### src/rtl/comparator_85.sv
// Registered magnitude comparator with 74x85-style cascade inputs.
// Compares unsigned a and b MSB first; when the words are equal the result
// comes from a less-significant stage through igt/ilt/ieq. One cycle latency.
module comparator_85 #(
    parameter int unsigned WIDTH = 4
) (
    input  logic             clk,
    input  logic             nreset,
    input  logic [WIDTH-1:0] a,
    input  logic [WIDTH-1:0] b,
    input  logic             ilt,
    input  logic             ieq,
    input  logic             igt,
    output logic             olt,
    output logic             oeq,
    output logic             ogt
);

    // Local magnitude decision for this stage's word
    logic word_gt;
    logic word_lt;

    // Next-state and registered result bits
    logic gt_d, lt_d, eq_d;
    logic gt_q, lt_q, eq_q;

    // Priority scan from MSB down: the first differing bit decides
    always_comb begin
        logic decided;
        decided = 1'b0;
        word_gt = 1'b0;
        word_lt = 1'b0;
        for (int i = int'(WIDTH) - 1; i >= 0; i--) begin
            if (!decided && (a[i] != b[i])) begin
                decided = 1'b1;
                word_gt = a[i];
                word_lt = b[i];
            end
        end
    end

    // Merge the local decision with the cascade inputs
    always_comb begin
        gt_d = 1'b0;
        lt_d = 1'b0;
        eq_d = 1'b0;
        if (word_gt) begin
            gt_d = 1'b1;
        end else if (word_lt) begin
            lt_d = 1'b1;
        end else if (ieq) begin
            // Equal from below dominates any other cascade bits
            eq_d = 1'b1;
        end else begin
            // Non-equal cascade codes follow the 74x85 truth table,
            // including the 000 -> 110 and 110 -> 000 oddities
            gt_d = ~ilt;
            lt_d = ~igt;
        end
    end

    // Result register, cleared asynchronously
    always_ff @(posedge clk or negedge nreset) begin
        if (!nreset) begin
            gt_q <= 1'b0;
            lt_q <= 1'b0;
            eq_q <= 1'b0;
        end else begin
            gt_q <= gt_d;
            lt_q <= lt_d;
            eq_q <= eq_d;
        end
    end

    assign ogt = gt_q;
    assign olt = lt_q;
    assign oeq = eq_q;

endmodule

### config.mk
export PLATFORM = sky130hd
export DESIGN_NAME = comparator_85
export DESIGN_NICKNAME = d
export VERILOG_FILES = /design/src/rtl/comparator_85.sv
export SDC_FILE = /design/constraint.sdc
export NUM_CORES = 1
export LEC_CHECK = 0
export ABC_CLOCK_PERIOD_IN_PS = 1100
export CAP_MARGIN = 30
export CORE_AREA = 2 2 39 41
export CTS_CLUSTER_SIZE = 12
export DETAILED_ROUTE_END_ITERATION = 8
export DIE_AREA = 0 0 41 43
export GPL_ROUTABILITY_DRIVEN = 0
export SLEW_MARGIN = 25
export SYNTH_ARGS = -nofsm -noshare
export SYNTH_HDL_FRONTEND = slang
export SYNTH_SLANG_ARGS = --single-unit
### constraint.sdc
create_clock -name clk -period 1.1 [get_ports clk]
set_input_delay 0.22 -clock clk [delete_from_list [all_inputs] [get_ports clk]]
set_output_delay 0.22 -clock clk [all_outputs]
set_load 0.03 [all_outputs]
# Word-level counts from Yosys, hierarchy flattened
# Cells that the tools add are included.
# W data, S select, Z words.
dict set report totals {
  register_bits 3
  in_bits 13
  out_inout_bits 3
  word_cells 35
}
dict set report op_classes {
  n_eq_ne 4
  n_mux 20
  bitwise_logic 2
  n_reduce_logical 6
}
# cell count
set op_table {}
lappend op_table {{$mux W1} 20}
lappend op_table {{$ne A1 B1 Y1} 4}
lappend op_table {{$logic_and A1 B1 Y1} 3}
lappend op_table {{$logic_not A1 Y1} 3}
lappend op_table {{$not A1 Y1} 2}

# Logic depth before layout (Yosys ltp)
# Gate-level depths: netlist of the first run.
dict set report depth {
  ltp_word 13
  depth_mapped 7
  ltp_nobuf 6
}

# Worst setup path after synthesis of the first run
# No wires, ideal clock.
dict set report synth_path {
  path_type {input port to flip-flop}
  startpoint {in a[3]}
  endpoint {reg lt_q, in the netlist olt}
  setup_time_ns 0.124
  arrival_ns 1.389
  required_ns 0.976
  slack_ns -0.413
  path_stages 7
  path_buffers 1
  path_cell_list {inv_1 > ha_1 > buf_4 > nor2b_1 > a211oi_1 > a211oi_1 > a211o_1}
}
dict set report synth_via {
  elab_chain_len 13
  word_cells_on_any_way 20
  classes_between {eq/ne (1); mux (13); reduce/logical (6)}
}
# element line_no
set synth_lines {}
lappend synth_lines {{from (decl)} 9} ;# input logic [WIDTH-1:0] a,
lappend synth_lines {{$ne A1 B1 Y1} 34} ;# if (!decided && (a[i] != b[i])) begin
lappend synth_lines {{$mux W1} 34}
lappend synth_lines {{$logic_not A1 Y1} 34}
lappend synth_lines {{$logic_and A1 B1 Y1} 34}
lappend synth_lines {{$mux W1} 34}
lappend synth_lines {{$logic_not A1 Y1} 34}
lappend synth_lines {{$logic_and A1 B1 Y1} 34}
lappend synth_lines {{$mux W1} 34}
lappend synth_lines {{$logic_not A1 Y1} 34}
lappend synth_lines {{$logic_and A1 B1 Y1} 34}
lappend synth_lines {{$mux W1} 34}
lappend synth_lines {{$mux W1} 49} ;# end else if (word_lt) begin
lappend synth_lines {{$mux W1 *} 47} ;# if (word_gt) begin
lappend synth_lines {{via lt_d} 24} ;# logic gt_d, lt_d, eq_d;
lappend synth_lines {{to (signal assigned)} 70} ;# lt_q <= lt_d;
lappend synth_lines {{to (decl)} 25} ;# logic gt_q, lt_q, eq_q;
# Mark *: on every way through the listed nets, which the timed path passes. The rest lies on a longest branch.

# Worst setup path after layout of the first run
dict set report layout_path {
  startpoint {in igt}
  endpoint {reg lt_q, in the netlist olt}
}
dict set report layout_via {
  elab_chain_len 4
}
# element line_no
set layout_lines {}
lappend layout_lines {{from (decl)} 13} ;# input logic igt,
lappend layout_lines {{$not A1 Y1} 58} ;# lt_d = ~igt;
lappend layout_lines {{$mux W1} 51} ;# end else if (ieq) begin
lappend layout_lines {{$mux W1} 49}
lappend layout_lines {{$mux W1} 47}
lappend layout_lines {{via lt_d} 24}
# The timed path passes the listed nets, and every way through them passes these cells.

==> results of run 1 <==
-- flip-flops by register name, indices dropped and copies added (netlist names) --
name and cells:
oeq 1, ogt 1, olt 1
-- worst max-delay path by stage --
stage,to,slack [ns],cells after the start
2_1_floorplan,olt$_DFF_PN0_,-0.31,7
3_3_place_gp,olt$_DFF_PN0_,-0.89,7
3_5_place_dp,olt$_DFF_PN0_,-0.91,7
4_1_cts,ogt$_DFF_PN0_,-0.21,7
5_1_grt,olt$_DFF_PN0_,-0.18,8
6_report,olt$_DFF_PN0_,-0.15,5
-- power by group through the flow --
stage | Clock [mW] | Sequential (mW) | Combinational, mW
2_1_floorplan | 0 | 0.172 | 0.142
4_1_cts | 0.203 | 0.134 | 0.349
3_3_place_gp | 0 | 0.135 | 0.325
3_5_place_dp | 0 | 0.135 | 0.329
5_1_grt | 0.210 | 0.136 | 0.382
6_report | 0.191 | 0.134 | 0.353
-- repair_timing --
action,in CTS,in global routing
endpoints found under the setup margin,3,3
cloned,0,0
gates resized for setup,21,4
pin swaps,6,3
setup buffers,2,0
hold endpoints to repair,0,0
-- routing by layer --
layer | vias to the layer above | global-route usage | share of wire
met5 | - | 0 | 0
met4 | 0 | 0.1000 | 0
met3 | 0 | 0 | 0.029
met2 | 9 | 0.2188 | 0.58
met1 | 194 | 0.1556 | 0.39
li1 | 215 | - | -
-- placed cells by master, fill, tap and decap left out, drive strengths merged, types with 4 or more instances in the layout --
| cell | instances |
|---|---|
| clkdlybuf4s50 | 5 |
| dlygate4sd2 | 4 |
| a211oi | 4 |
| buf | 16 |
| nand2 | 4 |
| clkbuf | 4 |
-- area by class of cell --
cell class	instances	area, sq um
fillers	136	650.6
multi-input cells	35	346.6
repair buffers	26	246.5
flip-flops and latches	3	75.07
clock buffers	4	26.28
well taps	16	20.02
inverters	3	18.77
-- cells by family after synthesis --
kind of cell	count (synthesis)	share of synthesized area
xor+xnor	3	0.07218
fa+ha+maj	2	0.06872
compound gates	11	0.3059
buf+inv	4	0.05155
simple gates	19	0.2956
flops	3	0.2062
-- critical path: stages --
cell and delay [ns]:
sky130_fd_sc_hd__clkdlybuf4s50_1 0.45, sky130_fd_sc_hd__nor2_1 0.06, sky130_fd_sc_hd__a211oi_4 0.25, sky130_fd_sc_hd__a211oi_2 0.10, sky130_fd_sc_hd__a211o_1 0.27
-- metrics by stage --
stage | hold slack (ns) | area, sq um | std cells | setup slack (ns)
3_3_place_gp | 0.4114 | 658.1 | 81 | -0.8895
3_5_place_dp | 0.4151 | 658.1 | 81 | -0.9136
4_1_cts | 0.1646 | 721.9 | 87 | -0.2142
5_1_grt | 0.1740 | 733.2 | 87 | -0.1796
2_1_floorplan | -0.07559 | 426.7 | 42 | -0.3051
6_report | 0.1708 | 733.2 | 87 | -0.1458
==> qor.log, run 1 <==
qor: outcome.status complete, but fails checks
qor: outcome.failing_checks negative setup slack
qor: logic_synthesis.netlist_instances 42
qor: routing.detail_route.wl_per_cell 10.83 um
qor: timing.fin_setup_tns -0.3396 ns
qor: timing.setup_viol 3
qor: power_and_ir_drop.power-per-cell-area 925.1 nW/um^2
qor: routing.remaining_design_rule_violation_count 0
qor: worst_setup_path.cp_max_fo 2
qor: die.die_area 1763 sq um
qor: cells_and_area.flow.area_growth_from_synthesis 101.4%
qor: power_and_ir_drop.seqPwrFrac 0.197
qor: worst_setup_path.required_arrival_time_at_the_worst_endpoint 1.21 ns
qor: routing.route.antenna.remaining_nets 0
qor: clock_network.cts_htree_levels 1
qor: hold_path.path_type_of_the_worst_min_delay_path primary input to async pin
qor: die.placementRows 14
qor: power_and_ir_drop.peakVddDrop 0.3265 mV
qor: die.design.core.area 1384 sq um
qor: global_routing.first_pass_grt_wire_length 1593 um
qor: clock_network.clock_tree_from_tritoncts done
qor: die.die_x 41 um
qor: clock_network.clk_transition_reported_paths 0.04 ns
qor: routing.detailedRoute.firstIterationViolations 3
qor: logic_synthesis.mappedNetlistArea 364.1 sq um
qor: logic_synthesis.post_synth_main_area_contributors sky130_fd_sc_hd__dfrtp_1 (21%), sky130_fd_sc_hd__a211oi_1 (8.2%), sky130_fd_sc_hd__a2111oi_4 (7.6%), sky130_fd_sc_hd__xnor2_1 (7.2%), sky130_fd_sc_hd__ha_1 (6.9%)
qor: placement.io_buffer_count 15
qor: timing.finalCritPeriodShare 1.133
qor: global_routing.overflow 0
qor: logic_synthesis.postSynthNetCount 57
qor: power_and_ir_drop.power.clock.fraction 0.282
qor: worst_setup_path.critical_path_class primary input to flop
qor: timing.postLayoutSetupSlackWorst -0.1458 ns
qor: power_and_ir_drop.swShare 0.3327
qor: routing.vias 418
qor: routing.wirelength_routed 942 um
qor: timing.tightestPinTransition 0.3195 ns
qor: clock_network.cts_num_sinks 3
qor: worst_setup_path.crit_arrival 1.36 ns
qor: logic_synthesis.ys.warnings.count 0
qor: power_and_ir_drop.p_sw 0.2257 mW
qor: logic_synthesis.synth.cells.most_frequent sky130_fd_sc_hd__a211oi_1 (4), sky130_fd_sc_hd__nand2_1 (4)
qor: timing.finalHoldViolCount 0
qor: timing.maxSlewViolCount 0
qor: die.start_util 0.2631
qor: clock_network.clockBufferDepth 2
qor: timing.slew_headroom 0.7865
qor: global_routing.grt_max_degree 6
qor: routing.drt_pass1_iterations 2
qor: worst_setup_path.critPathCaptureType flop
qor: power_and_ir_drop.combPwrFrac 0.521
qor: cells_and_area.finalNetCount 87
qor: worst_setup_path.timing.critical_path.from igt
qor: power_and_ir_drop.pint 0.4526 mW
qor: clock_network.cts_root_buffer sky130_fd_sc_hd__clkbuf_4
qor: timing.rsz0062_at_grt yes
qor: power_and_ir_drop.static-leakage-power 0.3064 nW
qor: logic_synthesis.synth.avg_cell_area 8.669 sq um
qor: global_routing.grt_usage 0.1340
qor: logic_synthesis.synth-main-ff-cell sky130_fd_sc_hd__dfrtp_1
qor: run.cap_violations 0
qor: cells_and_area.utilization 0.5298
qor: timing.finalWorstPathRequiredPeriod 1.246 ns
qor: logic_synthesis.seq_area_frac_synth 0.2062
qor: global_routing.via_count_of_the_first_global_routing_pass 416
qor: logic_synthesis.netlist.area_leader.share 0.2062
qor: die.ports_placed_on_the_boundary 16
qor: timing.achievable-frequency 802.7 MHz
qor: worst_setup_path.cp-start-kind primary input
qor: placement.post-dp-hpwl 792.9 um
qor: routing.vias_per_std_cell 4.805
qor: logic_synthesis.ys_async_sr_fraction 1.000
qor: logic_synthesis.synth_enable_flop_cells 0
qor: logic_synthesis.synth_cell_type_count 23
qor: logic_synthesis.postSynthRegisterBits 3
qor: logic_synthesis.synth_top_area_cell sky130_fd_sc_hd__dfrtp_1
qor: cells_and_area.diodes 0
qor: clock_network.number_of_buffers_added_to_fix_hold_violations_after_cts 0
qor: power_and_ir_drop.post-layout-total-power 0.6783 mW
qor: clock_network.cts_buffers 3
qor: cells_and_area.layout-drive-gt1-share 0.4507
qor: global_routing.antenna_found_initial 0
qor: die.die_y 43 um
(Power assumes the default switching activity.)
==> run 2: changes to the inputs <==
==> constraint.sdc (replaced) <==
create_clock -name clk -period 1.1 [get_ports clk]
set_input_delay 0.11 -clock clk [delete_from_list [all_inputs] [get_ports clk]]
set_output_delay 0.11 -clock clk [all_outputs]
set_load 0.03 [all_outputs]
==> qor.log, run 2 (synthesis results as in run 1) <==
qor: cells_and_area.commonest_non_fill_non_tap_cells_in_the_layout sky130_fd_sc_hd__buf_4 (10), sky130_fd_sc_hd__dlygate4sd2_1 (5), sky130_fd_sc_hd__nand2_1 (4), sky130_fd_sc_hd__clkdlybuf4s50_1 (4)
qor: cells_and_area.mostFrequentLayoutCell sky130_fd_sc_hd__buf_4
qor: cells_and_area.seqCellArea 75.07 sq um
qor: worst_setup_path.list_of_cells_traversed_by_the_critical_path buf_8 > inv_8 > ha_4 > buf_6 > nor2b_4 > a211oi_4 > a211oi_2 > a211o_1
qor: cells_and_area.count_of_filler_cells_inserted_in_the_layout 137
qor: routing.vias_per_std_cell 4.865
qor: cells_and_area.final_cell_count_no_fill 89
qor: placement.post-dp-hpwl 883.5 um
qor: timing.achievable-frequency 878.8 MHz
qor: die.die_x 41 um
qor: global_routing.grt_use_met1 0.1524
qor: die.start_util 0.2631
qor: clock_network.cts_num_sinks 3
qor: clock_network.clk_transition_reported_paths 0.04 ns
qor: power_and_ir_drop.post-layout-total-power 0.6945 mW
qor: cells_and_area.layout-drive-gt1-share 0.4658
qor: timing.finalHoldViolCount 0
qor: worst_setup_path.required_arrival_time_at_the_worst_endpoint 1.22 ns
qor: clock_network.cts_root_buffer sky130_fd_sc_hd__clkbuf_4
qor: timing.rsz0062_at_grt yes
qor: worst_setup_path.critPathCaptureType flop
qor: global_routing.overflow 0
qor: routing.route.antenna.remaining_nets 0
qor: routing.detail_route.wl_per_cell 11.71 um
qor: worst_setup_path.cp_max_fo 5
qor: timing.finalCritPeriodShare 1.034
qor: die.design.core.area 1384 sq um
qor: timing.fin_setup_tns -0.06205 ns
qor: global_routing.antenna_found_initial 0
qor: routing.wirelength_routed 1042 um
qor: clock_network.cts_htree_levels 1
qor: clock_network.cts_buffers 3
qor: power_and_ir_drop.static-leakage-power 0.3293 nW
qor: worst_setup_path.slowest_delay 0.29 ns
qor: global_routing.global_route.peak_usage_layer met2
qor: routing.vias 433
qor: worst_setup_path.critical_path_class primary input to flop
qor: worst_setup_path.cp-start-kind primary input
qor: placement.dpl.cell_count 82
qor: clock_network.clock_tree_from_tritoncts done
qor: placement.io_buffer_count 15
qor: routing.drt_pass1_iterations 3
qor: outcome.failing_checks negative setup slack
qor: die.die_y 43 um
qor: clock_network.clockBufferDepth 2
qor: global_routing.first_pass_grt_wire_length 1890 um
qor: global_routing.grt_max_degree 6
qor: worst_setup_path.cpLargestDelayFamily compound AO/OA/AOI/OAI gates
qor: die.die_area 1763 sq um
qor: power_and_ir_drop.peakVddDrop 0.2826 mV
qor: global_routing.via_count_of_the_first_global_routing_pass 501
qor: hold_path.path_type_of_the_worst_min_delay_path primary input to async pin
qor: cells_and_area.multi_input_logic_area 360.3 sq um
qor: worst_setup_path.crit_arrival 1.26 ns
qor: global_routing.grt_usage 0.1560
qor: cells_and_area.flow.area_growth_from_synthesis 111.7%
qor: cells_and_area.diodes 0
qor: worst_setup_path.critical_path_buf_inv_count 3
qor: cells_and_area.finalNetCount 89
qor: global_routing.grtUsageMet3 0
qor: cells_and_area.utilization 0.5570
qor: timing.setup_viol 2
qor: power_and_ir_drop.power-per-cell-area 901.1 nW/um^2
qor: timing.slew_headroom 0.7931
qor: die.ports_placed_on_the_boundary 16
qor: timing.finalWorstPathRequiredPeriod 1.138 ns
qor: run.cap_violations 0
qor: worst_setup_path.critical-path-slowest-cell sky130_fd_sc_hd__ha_4
qor: clock_network.number_of_buffers_added_to_fix_hold_violations_after_cts 0
qor: outcome.status complete, but fails checks
qor: timing.postLayoutSetupSlackWorst -0.03793 ns
qor: die.placementRows 14
qor: global_routing.grt_use_met2 0.2906
qor: timing.tightestPinTransition 0.3104 ns
qor: timing.maxSlewViolCount 0
qor: routing.detailedRoute.firstIterationViolations 2
qor: routing.remaining_design_rule_violation_count 0
run 2: changes by cell type in the layout (fill, tap and decap cells not counted), sizes merged:
cell | before | now
clkdlybuf4s15 | 1 | 3
buf | 16 | 15
clkdlybuf4s50 | 5 | 4
dlygate4sd2 | 4 | 5
dlymetal6s2s | 0 | 1
run 2: layer usage:
layer | routed length [um] | up-vias
met2 | 635 | 9
met4 | 0 | 0
met1 | 379 | 205
met3 | 26 | 0
li1 | - | 219
met5 | 0 | -
run 2: worst paths after layout:
| check | startpoint | end | depth (start not counted) |
|---|---|---|---|
| max in group asynchronous | nreset | ogt$_DFF_PN0_ | 1 |
| max | a[3] | olt$_DFF_PN0_ | 8 |
| min in group clk | ieq | oeq$_DFF_PN0_ | 4 |
| min | nreset | olt$_DFF_PN0_ | 1 |
run 2: cell type report:
class	instances	area share
multi-input cells	35	0.4675
flip-flops and latches	3	0.09740
clock buffers	4	0.03409
inverters	3	0.02435
repair buffers	28	0.3506
well taps	16	0.02597
run 2: report_power, final:
group          total, mW  switching, mW  internal [mW]
registers          0.133        0.00460          0.129
clock network      0.198         0.0616          0.136
logic              0.363          0.173          0.190
run 2: metrics by stage:
stage	worst slack (ns)	hold WS (ns)	instance area [sq um]
floorplan	-0.1951	-0.1856	426.7
global placement	-0.7807	0.3017	673.1
detailed placement	-0.8074	0.3048	673.1
CTS	-0.1050	0.05284	740.7
global route	-0.07769	0.06193	770.7
finish	-0.03793	0.05464	770.7
run 2: repair_timing:
item,CTS,global route
setup endpoints to repair,6,5
cloned,0,0
setup buffers,3,0
pin swaps,6,4
gates resized for setup,24,10
==> run 3: changes to the inputs <==
CAP_MARGIN = not set   (was 30)
==> results of run 3 <==
No change in the layout: final DEF, timing and power equal those of run 2.
